**src/rtl/usart_pkg.sv**
```systemverilog
// Shared USART encodings: character size, parity mode, oversampling and the
// receive FSM state type.
package usart_pkg;

    localparam int OVERSAMPLE = 16;

    localparam logic [2:0] CS_5 = 3'd0;
    localparam logic [2:0] CS_6 = 3'd1;
    localparam logic [2:0] CS_7 = 3'd2;
    localparam logic [2:0] CS_8 = 3'd3;
    localparam logic [2:0] CS_9 = 3'd7;

    localparam logic [1:0] PM_NONE = 2'b00;
    localparam logic [1:0] PM_EVEN = 2'b10;
    localparam logic [1:0] PM_ODD  = 2'b11;

    typedef enum logic [2:0] {
        IDLE,
        START,
        DATA,
        PARITY,
        STOP
    } rx_state_e;

    // Encodings 4..6 are reserved and behave as 8-bit characters.
    function automatic logic [3:0] char_bits(input logic [2:0] cs);
        case (cs)
            CS_5:    return 4'd5;
            CS_6:    return 4'd6;
            CS_7:    return 4'd7;
            CS_9:    return 4'd9;
            default: return 4'd8;
        endcase
    endfunction

endpackage

```
**src/rtl/usart_rx_sampler.sv**
```systemverilog
// RXD synchronizer, per-bit sample counter and 3-sample majority vote around
// the bit centre.
module usart_rx_sampler #(
    parameter int OVERSAMPLE = usart_pkg::OVERSAMPLE
) (
    input  logic i_clk,
    input  logic i_rst,
    input  logic i_rxd,
    input  logic i_sample_tick,
    input  logic i_hold,
    output logic o_rxd_sync,
    output logic o_bit_value,
    output logic o_bit_strobe,
    output logic o_bit_end
);

    localparam int CW = $clog2(OVERSAMPLE);
    localparam logic [CW-1:0] C_S0   = CW'(OVERSAMPLE / 2 - 1);
    localparam logic [CW-1:0] C_S1   = CW'(OVERSAMPLE / 2);
    localparam logic [CW-1:0] C_S2   = CW'(OVERSAMPLE / 2 + 1);
    localparam logic [CW-1:0] C_LAST = CW'(OVERSAMPLE - 1);

    logic          r_sync1;
    logic          r_sync2;
    logic [CW-1:0] r_cnt;
    logic          r_s0;
    logic          r_s1;
    logic [CW-1:0] w_cnt_next;

    // w_cnt_next is the count this tick represents; hold pins it at 0.
    always_comb begin
        w_cnt_next = '0;
        if (!i_hold && r_cnt != C_LAST)
            w_cnt_next = r_cnt + CW'(1);
    end

    always_ff @(posedge i_clk) begin
        if (i_rst) begin
            r_sync1 <= 1'b1;
            r_sync2 <= 1'b1;
            r_cnt   <= '0;
            r_s0    <= 1'b1;
            r_s1    <= 1'b1;
        end else begin
            r_sync1 <= i_rxd;
            r_sync2 <= r_sync1;
            if (i_hold)
                r_cnt <= '0;
            else if (i_sample_tick)
                r_cnt <= w_cnt_next;
            if (i_sample_tick && w_cnt_next == C_S0)
                r_s0 <= r_sync2;
            if (i_sample_tick && w_cnt_next == C_S1)
                r_s1 <= r_sync2;
        end
    end

    assign o_rxd_sync   = r_sync2;
    assign o_bit_value  = (r_s0 & r_s1) | (r_s0 & r_sync2) | (r_s1 & r_sync2);
    assign o_bit_strobe = i_sample_tick && !i_hold && (w_cnt_next == C_S2);
    assign o_bit_end    = i_sample_tick && !i_hold && (w_cnt_next == C_LAST);

endmodule

```
**src/rtl/usart_rx_deserializer.sv**
```systemverilog
// USART receive front end: frame FSM, data/parity assembly and the
// valid/ack handshake toward the receive FIFO.
module usart_rx_deserializer
    import usart_pkg::*;
#(
    parameter int OVERSAMPLE = usart_pkg::OVERSAMPLE
) (
    input  logic       i_clk,
    input  logic       i_rst,
    input  logic       i_sample_tick,
    input  logic       i_rxd,
    input  logic       i_rx_enable,
    input  logic [2:0] i_char_size,
    input  logic [1:0] i_parity_mode,
    input  logic       i_shift_register_ack,
    output logic [8:0] o_shift_register,
    output logic       o_shift_register_valid,
    output logic       o_frame_error,
    output logic       o_parity_error,
    output logic       o_data_overrun
);

    rx_state_e  r_state;
    rx_state_e  w_state_next;
    logic [8:0] r_data;
    logic [3:0] r_bit_idx;
    logic       r_par_acc;
    logic       r_par_err;

    logic       w_rxd_sync;
    logic       w_bit_value;
    logic       w_bit_strobe;
    logic       w_bit_end;
    logic       w_hold;
    logic       w_complete;
    logic [3:0] w_n;
    logic       w_par_en;
    logic       w_last_bit;

    assign w_n        = char_bits(i_char_size);
    assign w_par_en   = i_parity_mode[1];
    // ">=" so a mid-frame size change can never strand the index past N-1.
    assign w_last_bit = (r_bit_idx >= w_n - 4'd1);
    assign w_hold     = (r_state == IDLE) || !i_rx_enable;

    usart_rx_sampler #(.OVERSAMPLE(OVERSAMPLE)) u_sampler (
        .i_clk         (i_clk),
        .i_rst         (i_rst),
        .i_rxd         (i_rxd),
        .i_sample_tick (i_sample_tick),
        .i_hold        (w_hold),
        .o_rxd_sync    (w_rxd_sync),
        .o_bit_value   (w_bit_value),
        .o_bit_strobe  (w_bit_strobe),
        .o_bit_end     (w_bit_end)
    );

    always_ff @(posedge i_clk) begin
        if (i_rst)
            r_state <= IDLE;
        else
            r_state <= w_state_next;
    end

    always_comb begin
        w_state_next = r_state;
        w_complete   = 1'b0;
        if (!i_rx_enable) begin
            w_state_next = IDLE;
        end else begin
            case (r_state)
                IDLE:   if (i_sample_tick && !w_rxd_sync) w_state_next = START;
                START: begin
                    if (w_bit_strobe && w_bit_value)
                        w_state_next = IDLE;
                    else if (w_bit_end)
                        w_state_next = DATA;
                end
                DATA:   if (w_bit_end && w_last_bit) w_state_next = w_par_en ? PARITY : STOP;
                PARITY: if (w_bit_end) w_state_next = STOP;
                STOP: begin
                    // Leave at mid-stop so the next start edge is caught early.
                    if (w_bit_strobe) begin
                        w_state_next = IDLE;
                        w_complete   = 1'b1;
                    end
                end
                default: w_state_next = IDLE;
            endcase
        end
    end

    always_ff @(posedge i_clk) begin
        if (i_rst) begin
            r_data                 <= '0;
            r_bit_idx              <= '0;
            r_par_acc              <= 1'b0;
            r_par_err              <= 1'b0;
            o_shift_register       <= '0;
            o_shift_register_valid <= 1'b0;
            o_frame_error          <= 1'b0;
            o_parity_error         <= 1'b0;
            o_data_overrun         <= 1'b0;
        end else begin
            if (r_state == START) begin
                r_data    <= '0;
                r_bit_idx <= '0;
                r_par_acc <= 1'b0;
                r_par_err <= 1'b0;
            end
            if (r_state == DATA && w_bit_strobe) begin
                r_data    <= r_data | (9'(w_bit_value) << r_bit_idx);
                r_par_acc <= r_par_acc ^ w_bit_value;
            end
            if (r_state == DATA && w_bit_end)
                r_bit_idx <= r_bit_idx + 4'd1;
            if (r_state == PARITY && w_bit_strobe)
                r_par_err <= r_par_acc ^ w_bit_value ^ (i_parity_mode == PM_ODD);

            if (w_complete) begin
                o_shift_register       <= r_data;
                o_frame_error          <= ~w_bit_value;
                o_parity_error         <= w_par_en & r_par_err;
                o_data_overrun         <= o_shift_register_valid & ~i_shift_register_ack;
                o_shift_register_valid <= 1'b1;
            end else if (i_shift_register_ack) begin
                o_shift_register_valid <= 1'b0;
            end
        end
    end

endmodule

```
**config.mk**
```make
export PLATFORM = sky130hd
export DESIGN_NAME = usart_rx_deserializer
export DESIGN_NICKNAME = d
export VERILOG_FILES = /design/src/rtl/usart_pkg.sv /design/src/rtl/usart_rx_sampler.sv /design/src/rtl/usart_rx_deserializer.sv
export SDC_FILE = /design/constraint.sdc
export NUM_CORES = 1
export LEC_CHECK = 0
export CORE_MARGIN = 10
export CORE_UTILIZATION = 58
export CTS_BUF_LIST = sky130_fd_sc_hd__clkbuf_4 sky130_fd_sc_hd__clkbuf_8 sky130_fd_sc_hd__clkbuf_16
export DETAILED_ROUTE_END_ITERATION = 6
export GPL_ROUTABILITY_DRIVEN = 0
export PLACE_DENSITY_LB_ADDON = 0.1
export SYNTH_ARGS = -nofsm -noshare
export SYNTH_HDL_FRONTEND = slang
export SYNTH_SLANG_ARGS = --single-unit
```
**constraint.sdc**
```tcl
create_clock -name i_clk -period 2.9 [get_ports i_clk]
set_input_delay 0.58 -clock i_clk [delete_from_list [all_inputs] [get_ports i_clk]]
set_output_delay 0.58 -clock i_clk [all_outputs]
set_load 0.02 [all_outputs]
```
==> results of run 1 <==
logic make-up (layout without fill, tap and decap cells):
group,after synthesis,after routing
AO/OA/AOI/OAI,45,45
multiplexers,13,13
AND/OR/NAND/NOR,96,96
flip-flops,39,39
adder cells (fa/ha/maj),6,6
XOR/XNOR,3,3
buffers and inverters,17,42
synthesized netlist by cell type (3+ instances only):
cell type / number
mux2i_1: 13
ha_1: 6
nor2b_1: 3
o21ai_0: 6
a211oi_1: 3
clkbuf_1: 5
a22oi_1: 8
nand2_1: 16
dfxtp_1: 39
nor2_1: 41
buf_2: 4
inv_1: 6
nor3_1: 6
a21oi_1: 16
nand2b_1: 7
nand3_1: 7
cell type report:
cell class                 instances  area [um^2]  area share
tap                               44        55.05     0.02493
multi-input combinational        163        977.2      0.4425
clock inverter                     2        60.06     0.02720
sequential                        39        780.7      0.3535
clock buffer                       6        45.04     0.02040
inverter                           6        22.52     0.01020
timing repair buffer              28        267.8      0.1212
metrics by stage:
stage	hold WS [ns]	instance area (um^2)
after floorplan	0.3895	1838
after global placement	0.3931	2103
after detailed placement	0.3958	2103
after CTS	0.4284	2208
after global routing	0.4387	2208
final	0.4215	2208
critical path: stages:
cell	delay, ns
clkdlybuf4s50_1	0.50
nand3_1	0.11
inv_1	0.10
nor2_1	0.06
ha_1	0.26
o21ai_0	0.17
a21oi_1	0.09
o311ai_1	0.45
mux2i_1	0.29
nor2_1	0.06
metal layers:
| metal | track usage | vias up |
|---|---|---|
| li1 | - | 823 |
| met1 | 0.1581 | 783 |
| met2 | 0.2602 | 43 |
| met3 | 0.05307 | 10 |
| met4 | 0.04647 | 0 |
| met5 | 0 | - |
worst max path at each step:
stage,cells past startpoint,end,slack [ns],from
after detailed placement,10,r_state[2]$_SDFFE_PP0P_,0.13,i_char_size[2]
after floorplan,8,o_frame_error$_SDFFE_PP0P_,0.85,i_sample_tick
after CTS,10,r_state[2]$_SDFFE_PP0P_,0.52,i_char_size[2]
after global placement,10,r_state[2]$_SDFFE_PP0P_,0.30,i_char_size[2]
after global routing,10,r_state[2]$_SDFFE_PP0P_,0.41,i_char_size[2]
final,10,r_state[2]$_SDFFE_PP0P_,0.48,i_char_size[2]
flip-flops by register name (all words and copies together) (netlist names), 3 cells and up:
register	count
u_sampler.r_cnt	4
r_bit_idx	4
r_data	9
r_state	3
o_shift_register	9
report_power, final:
group / switching (mW) / internal (mW)
sequential: 0.00273 / 0.538
combinational: 0.0292 / 0.0259
clock: 0.174 / 0.278
==> impl_metrics.json, run 1 <==
{
  "status": "finished clean",
  "p_leak_nw": 0.8706,
  "postSynth.asyncResetShare": 0,
  "hold_buffers": 0,
  "synth-seq-cells": 39,
  "fin_crit_sh": 0.8340,
  "hold_violations": 0,
  "critPathCaptureType": "register",
  "hp-start": "u_sampler.r_sync1$_SDFF_PP1_",
  "final_cells": 288,
  "yosys-top-cells-area": "dfxtp_1 42%, nor2_1 8.4%, mux2i_1 7.1%",
  "routedWlPerCell_um": 14.46,
  "tightest_slew_ns": 0.7641,
  "synthCells": 219,
  "slew_viol_final": 0,
  "grt_pass1_vias": 1635,
  "chipWidth_um": 76.30,
  "htree_levels": 2,
  "crit_fanout": 3,
  "postCtsSetupRepairBufs": 0,
  "vdd_drop_max_mv": 0.3258,
  "tritoncts": "yes",
  "synth_top_cell_area_share": 0.4248,
  "dieArea_um2": 5821,
  "worst-endpoint-arrival_ns": 2.66,
  "rrSetupSlack_ns": 0.67,
  "layout-drive-gt1-share": 0.06557,
  "io_pins": 24,
  "clockBufferDepth": 2,
  "grt_use_total": 0.1468,
  "fin_util": 0.7234,
  "synth_top_family_by_area": "simple AND/OR/NAND/NOR gates",
  "met1_length_um": 1743,
  "synthFlopType": "dfxtp_1",
  "synth_cell_types": 40,
  "synth-simple-area-share": 0.2512,
  "synth-xor-area-share": 0.01430,
  "timing.fmax_mhz": 413.5,
  "period_needed_ns": 2.419,
  "grt_pass1_wl_um": 7258,
  "final_common_cell": "nor2_1",
  "finalSetupViolCount": 0,
  "nets": 260,
  "core_region_area_um2": 3053,
  "routed_via_density": 5.760,
  "ant_nets": 0,
  "synth_warnings": 0,
  "drt_iter0_drc": 130,
  "wl_met2_um": 2120,
  "max_slew_margin": 0.4872,
  "fp-row-count": 20,
  "r2r_end": "r_bit_idx[3]$_SDFFE_PP0P_",
  "wl_um": 4164,
  "synth_fp_nets": 236,
  "setup_ws_ns": 0.4814,
  "critical_path_class": "input pin to register",
  "post_cts_resized": 0,
  "start_util": 0.6020,
  "via_count": 1659,
  "muxShareOfSynthArea": 0.07080,
  "reg2reg_from": "u_sampler.r_cnt[0]$_SDFFE_PP0P_",
  "dp_cells": 280,
  "clkSlewWorstSetupHoldPaths_ns": 0.11,
  "power.density_nw_per_um2": 474.6,
  "fin_tns_setup_ns": 0,
  "cts_root_buffer": "clkbuf_4",
  "synth_area_per_cell_um2": 8.393,
  "p_total_mw": 1.048,
  "syn-cell-area_um2": 1838,
  "clkLatencyLatePin_ns": 0.34,
  "startpoint_type": "input pin",
  "rsz0062_at_grt": "false",
  "dp_slack_ns": 0.1342,
  "fillerInstances": 254,
  "top_layer": "met4",
  "worst_clock_skew_ns": 0.006971,
  "critPathRequiredTime_ns": 3.14,
  "yosysTopAreaCell": "dfxtp_1",
  "synth_edf_count": 0,
  "min_path_type": "register to register",
  "dp.final_hpwl_um": 3081,
  "final_cell_mix": "41 x nor2_1, 39 x dfxtp_1, 23 x clkdlybuf4s50_1, 16 x nand2_1, 16 x a21oi_1",
  "synth_compound_area_frac": 0.1545,
  "dr.pass1.iters": 5,
  "dr_wl_met3_um": 238,
  "r2r_cells": 6,
  "cts_sinks": 39,
  "n_antenna_cell": 0,
  "io_buffers": 23,
  "hold_depth": 1,
  "globalRoute.totalOverflow": 0,
  "synth-seq-area-share": 0.4248,
  "grt_max_degree": 24,
  "post-route-drc-count": 0,
  "area_delta_synth_final_pct": 20.15,
  "cts_buffers": 5,
  "synth-adder-area-share": 0.04084,
  "maxCapViolCount": 0,
  "antenna_found_initial": 0,
  "hold_end": "u_sampler.o_rxd_sync$_SDFF_PP1_",
  "die_h_um": 76.30
}
Power figures use the tool's default switching activity.
==> inputs of run 2 (changes only) <==
--- a/config.mk
+++ b/config.mk
@@ -6,7 +6,7 @@
 export NUM_CORES = 1
 export LEC_CHECK = 0
 export CORE_MARGIN = 10
-export CORE_UTILIZATION = 58
+export CORE_UTILIZATION = 54
 export CTS_BUF_LIST = sky130_fd_sc_hd__clkbuf_4 sky130_fd_sc_hd__clkbuf_8 sky130_fd_sc_hd__clkbuf_16
 export DETAILED_ROUTE_END_ITERATION = 6
 export GPL_ROUTABILITY_DRIVEN = 0
==> constraint.sdc (replaced) <==
create_clock -name i_clk -period 2.32 [get_ports i_clk]
set_input_delay 0.464 -clock i_clk [delete_from_list [all_inputs] [get_ports i_clk]]
set_output_delay 0.464 -clock i_clk [all_outputs]
set_load 0.02 [all_outputs]
==> run 2 against run 1 <==
Against the previous run:
- sequential share of layout area fell by 0.63 points
- register-to-register slack got worse by 0.43 ns
- non-clock buffer count is 5 higher
- cell count grew 2.4%
- first-iteration DRC count is 28% lower
- setup slack worse by 0.24 ns
- largest cell class unchanged
- highest routed layer unchanged
==> impl_metrics.json, run 2 (synthesis gave the netlist of run 1 again) <==
{
  "core_region_area_um2": 3311,
  "ant_nets": 0,
  "nets": 265,
  "layout-drive-gt1-share": 0.09237,
  "area_delta_synth_final_pct": 22.53,
  "postCtsSetupRepairBufs": 0,
  "setup_ws_ns": 0.2402,
  "grt_pass1_wl_um": 6920,
  "crit_fanout": 6,
  "htree_levels": 2,
  "routed_via_density": 5.485,
  "period_needed_ns": 2.080,
  "n_antenna_cell": 0,
  "met1_length_um": 1853,
  "via_count": 1618,
  "dp_slack_ns": -0.1703,
  "globalRoute.totalOverflow": 0,
  "hold_violations": 0,
  "min_path_type": "register to register",
  "combPwrFrac": 0.057,
  "p_leak_nw": 0.8909,
  "slew_viol_final": 0,
  "p_seq_frac": 0.512,
  "dr_wl_met3_um": 201,
  "grt_max_degree": 21,
  "fin_crit_sh": 0.8964,
  "finalSetupViolCount": 0,
  "io_pins": 24,
  "clockBufferDepth": 2,
  "top_layer": "met4",
  "cts_buffers": 5,
  "fp-row-count": 21,
  "place_area_um2": 2143,
  "max_slew_margin": 0.4979,
  "io_buffers": 23,
  "antenna_found_initial": 0,
  "worst_clock_skew_ns": 0.005873,
  "grt_use_total": 0.1348,
  "clkSlewWorstSetupHoldPaths_ns": 0.11,
  "final_area_um2": 2252,
  "chipWidth_um": 78.34,
  "maxCapViolCount": 0,
  "dieArea_um2": 6137,
  "final_cell_mix": "41 x nor2_1, 38 x dfxtp_1, 23 x clkdlybuf4s50_1, 16 x nand2_1, 16 x a21oi_1",
  "dp.final_hpwl_um": 2993,
  "critical_path_class": "register to register",
  "rsz0062_at_grt": "false",
  "timing.fmax_mhz": 480.8,
  "wl_um": 4002,
  "wl_met2_um": 1905,
  "largestRegisters": "o_shift_register: 9 flops, r_data: 9 flops",
  "post-route-drc-count": 0,
  "dr.pass1.iters": 4,
  "final_common_cell": "nor2_1",
  "critPathRequiredTime_ns": 2.59,
  "p_sw_mw": 0.2610,
  "power.density_nw_per_um2": 585.3,
  "status": "finished clean",
  "vdd_drop_max_mv": 0.3705,
  "grt_pass1_vias": 1612,
  "cts_root_buffer": "clkbuf_4",
  "netSwitchingFraction": 0.1980,
  "tightest_slew_ns": 0.7481,
  "drt_iter0_drc": 94,
  "fin_util": 0.6803,
  "routedWlPerCell_um": 13.57,
  "clock_power_share": 0.431,
  "tritoncts": "yes",
  "critPathCaptureType": "register",
  "cts_sinks": 39,
  "startpoint_type": "register",
  "clkLatencyLatePin_ns": 0.35,
  "worst-endpoint-arrival_ns": 2.35,
  "start_util": 0.5552,
  "p_total_mw": 1.318,
  "die_h_um": 78.34,
  "power.internal_mw": 1.057
}
run 2: cell count changes in the layout (fill, tap and decap cells not counted):
| cell | delta |
|---|---|
| buf_4 | +5 |
| o21ai_1 | +1 |
| dfxtp_1 | -1 |
| ha_1 | -1 |
| dfxtp_2 | +1 |
| ha_2 | +1 |
| o21ai_0 | -1 |
run 2: path summary, 6_finish.rpt:
| path | cells after the start | startpoint | to | slack, ns |
|---|---|---|---|---|
| max reg2reg | 6 | u_sampler.r_cnt[1]$_SDFFE_PP0P_ | r_bit_idx[3]$_SDFFE_PP0P_ | 0.24 |
| min | 1 | u_sampler.r_sync1$_SDFF_PP1_ | u_sampler.o_rxd_sync$_SDFF_PP1_ | 0.42 |
| min reg2reg | 1 | u_sampler.r_sync1$_SDFF_PP1_ | u_sampler.o_rxd_sync$_SDFF_PP1_ | 0.42 |
| max | 6 | u_sampler.r_cnt[1]$_SDFFE_PP0P_ | r_bit_idx[3]$_SDFFE_PP0P_ | 0.24 |
run 2: timing repair:
action,CTS,global route
hold buffers,0,0
resized for setup,0,3
setup endpoints to repair,0,2
run 2: area by class of cell:
cell class                 count  area [um^2]
clock buffer                   6        45.04
clock inverter                 2        60.06
fill                         295         1059
inverter                       6        22.52
multi-input combinational    163        979.7
sequential                    39        782.0
tap                           46        57.56
timing repair buffer          33        305.3
run 2: per-layer routing:
metal	GRT usage	vias to the layer above
met4	0.03943	0
met2	0.2303	24
met1	0.1488	756
met3	0.05809	7
met5	0	-
li1	-	831
run 2: power groups by stage:
stage | registers [mW] | logic [mW] | clock network, mW
3_5_place_dp | 0.691 | 0.0741 | 0
6_report | 0.675 | 0.0749 | 0.568
5_1_grt | 0.676 | 0.0836 | 0.607
4_1_cts | 0.675 | 0.0746 | 0.576
2_1_floorplan | 0.689 | 0.0415 | 0
3_3_place_gp | 0.690 | 0.0709 | 0
run 2: worst max-delay path: stages (launching register included):
cell and delay, ns:
dfxtp_1 0.41, ha_2 0.27, xor2_1 0.25, nand4_1 0.26
or2_1 0.34, or3_1 0.35, a31oi_1 0.12
run 2: stage by stage:
step / std cells / TNS (ns) / hold WS [ns]
after global placement: 287 / -0.07219 / 0.3917
final: 295 / 0 / 0.4195
after global routing: 295 / 0 / 0.4438
after CTS: 295 / 0 / 0.4246
after floorplan: 219 / 0 / 0.3895
after detailed placement: 287 / -0.3954 / 0.3978
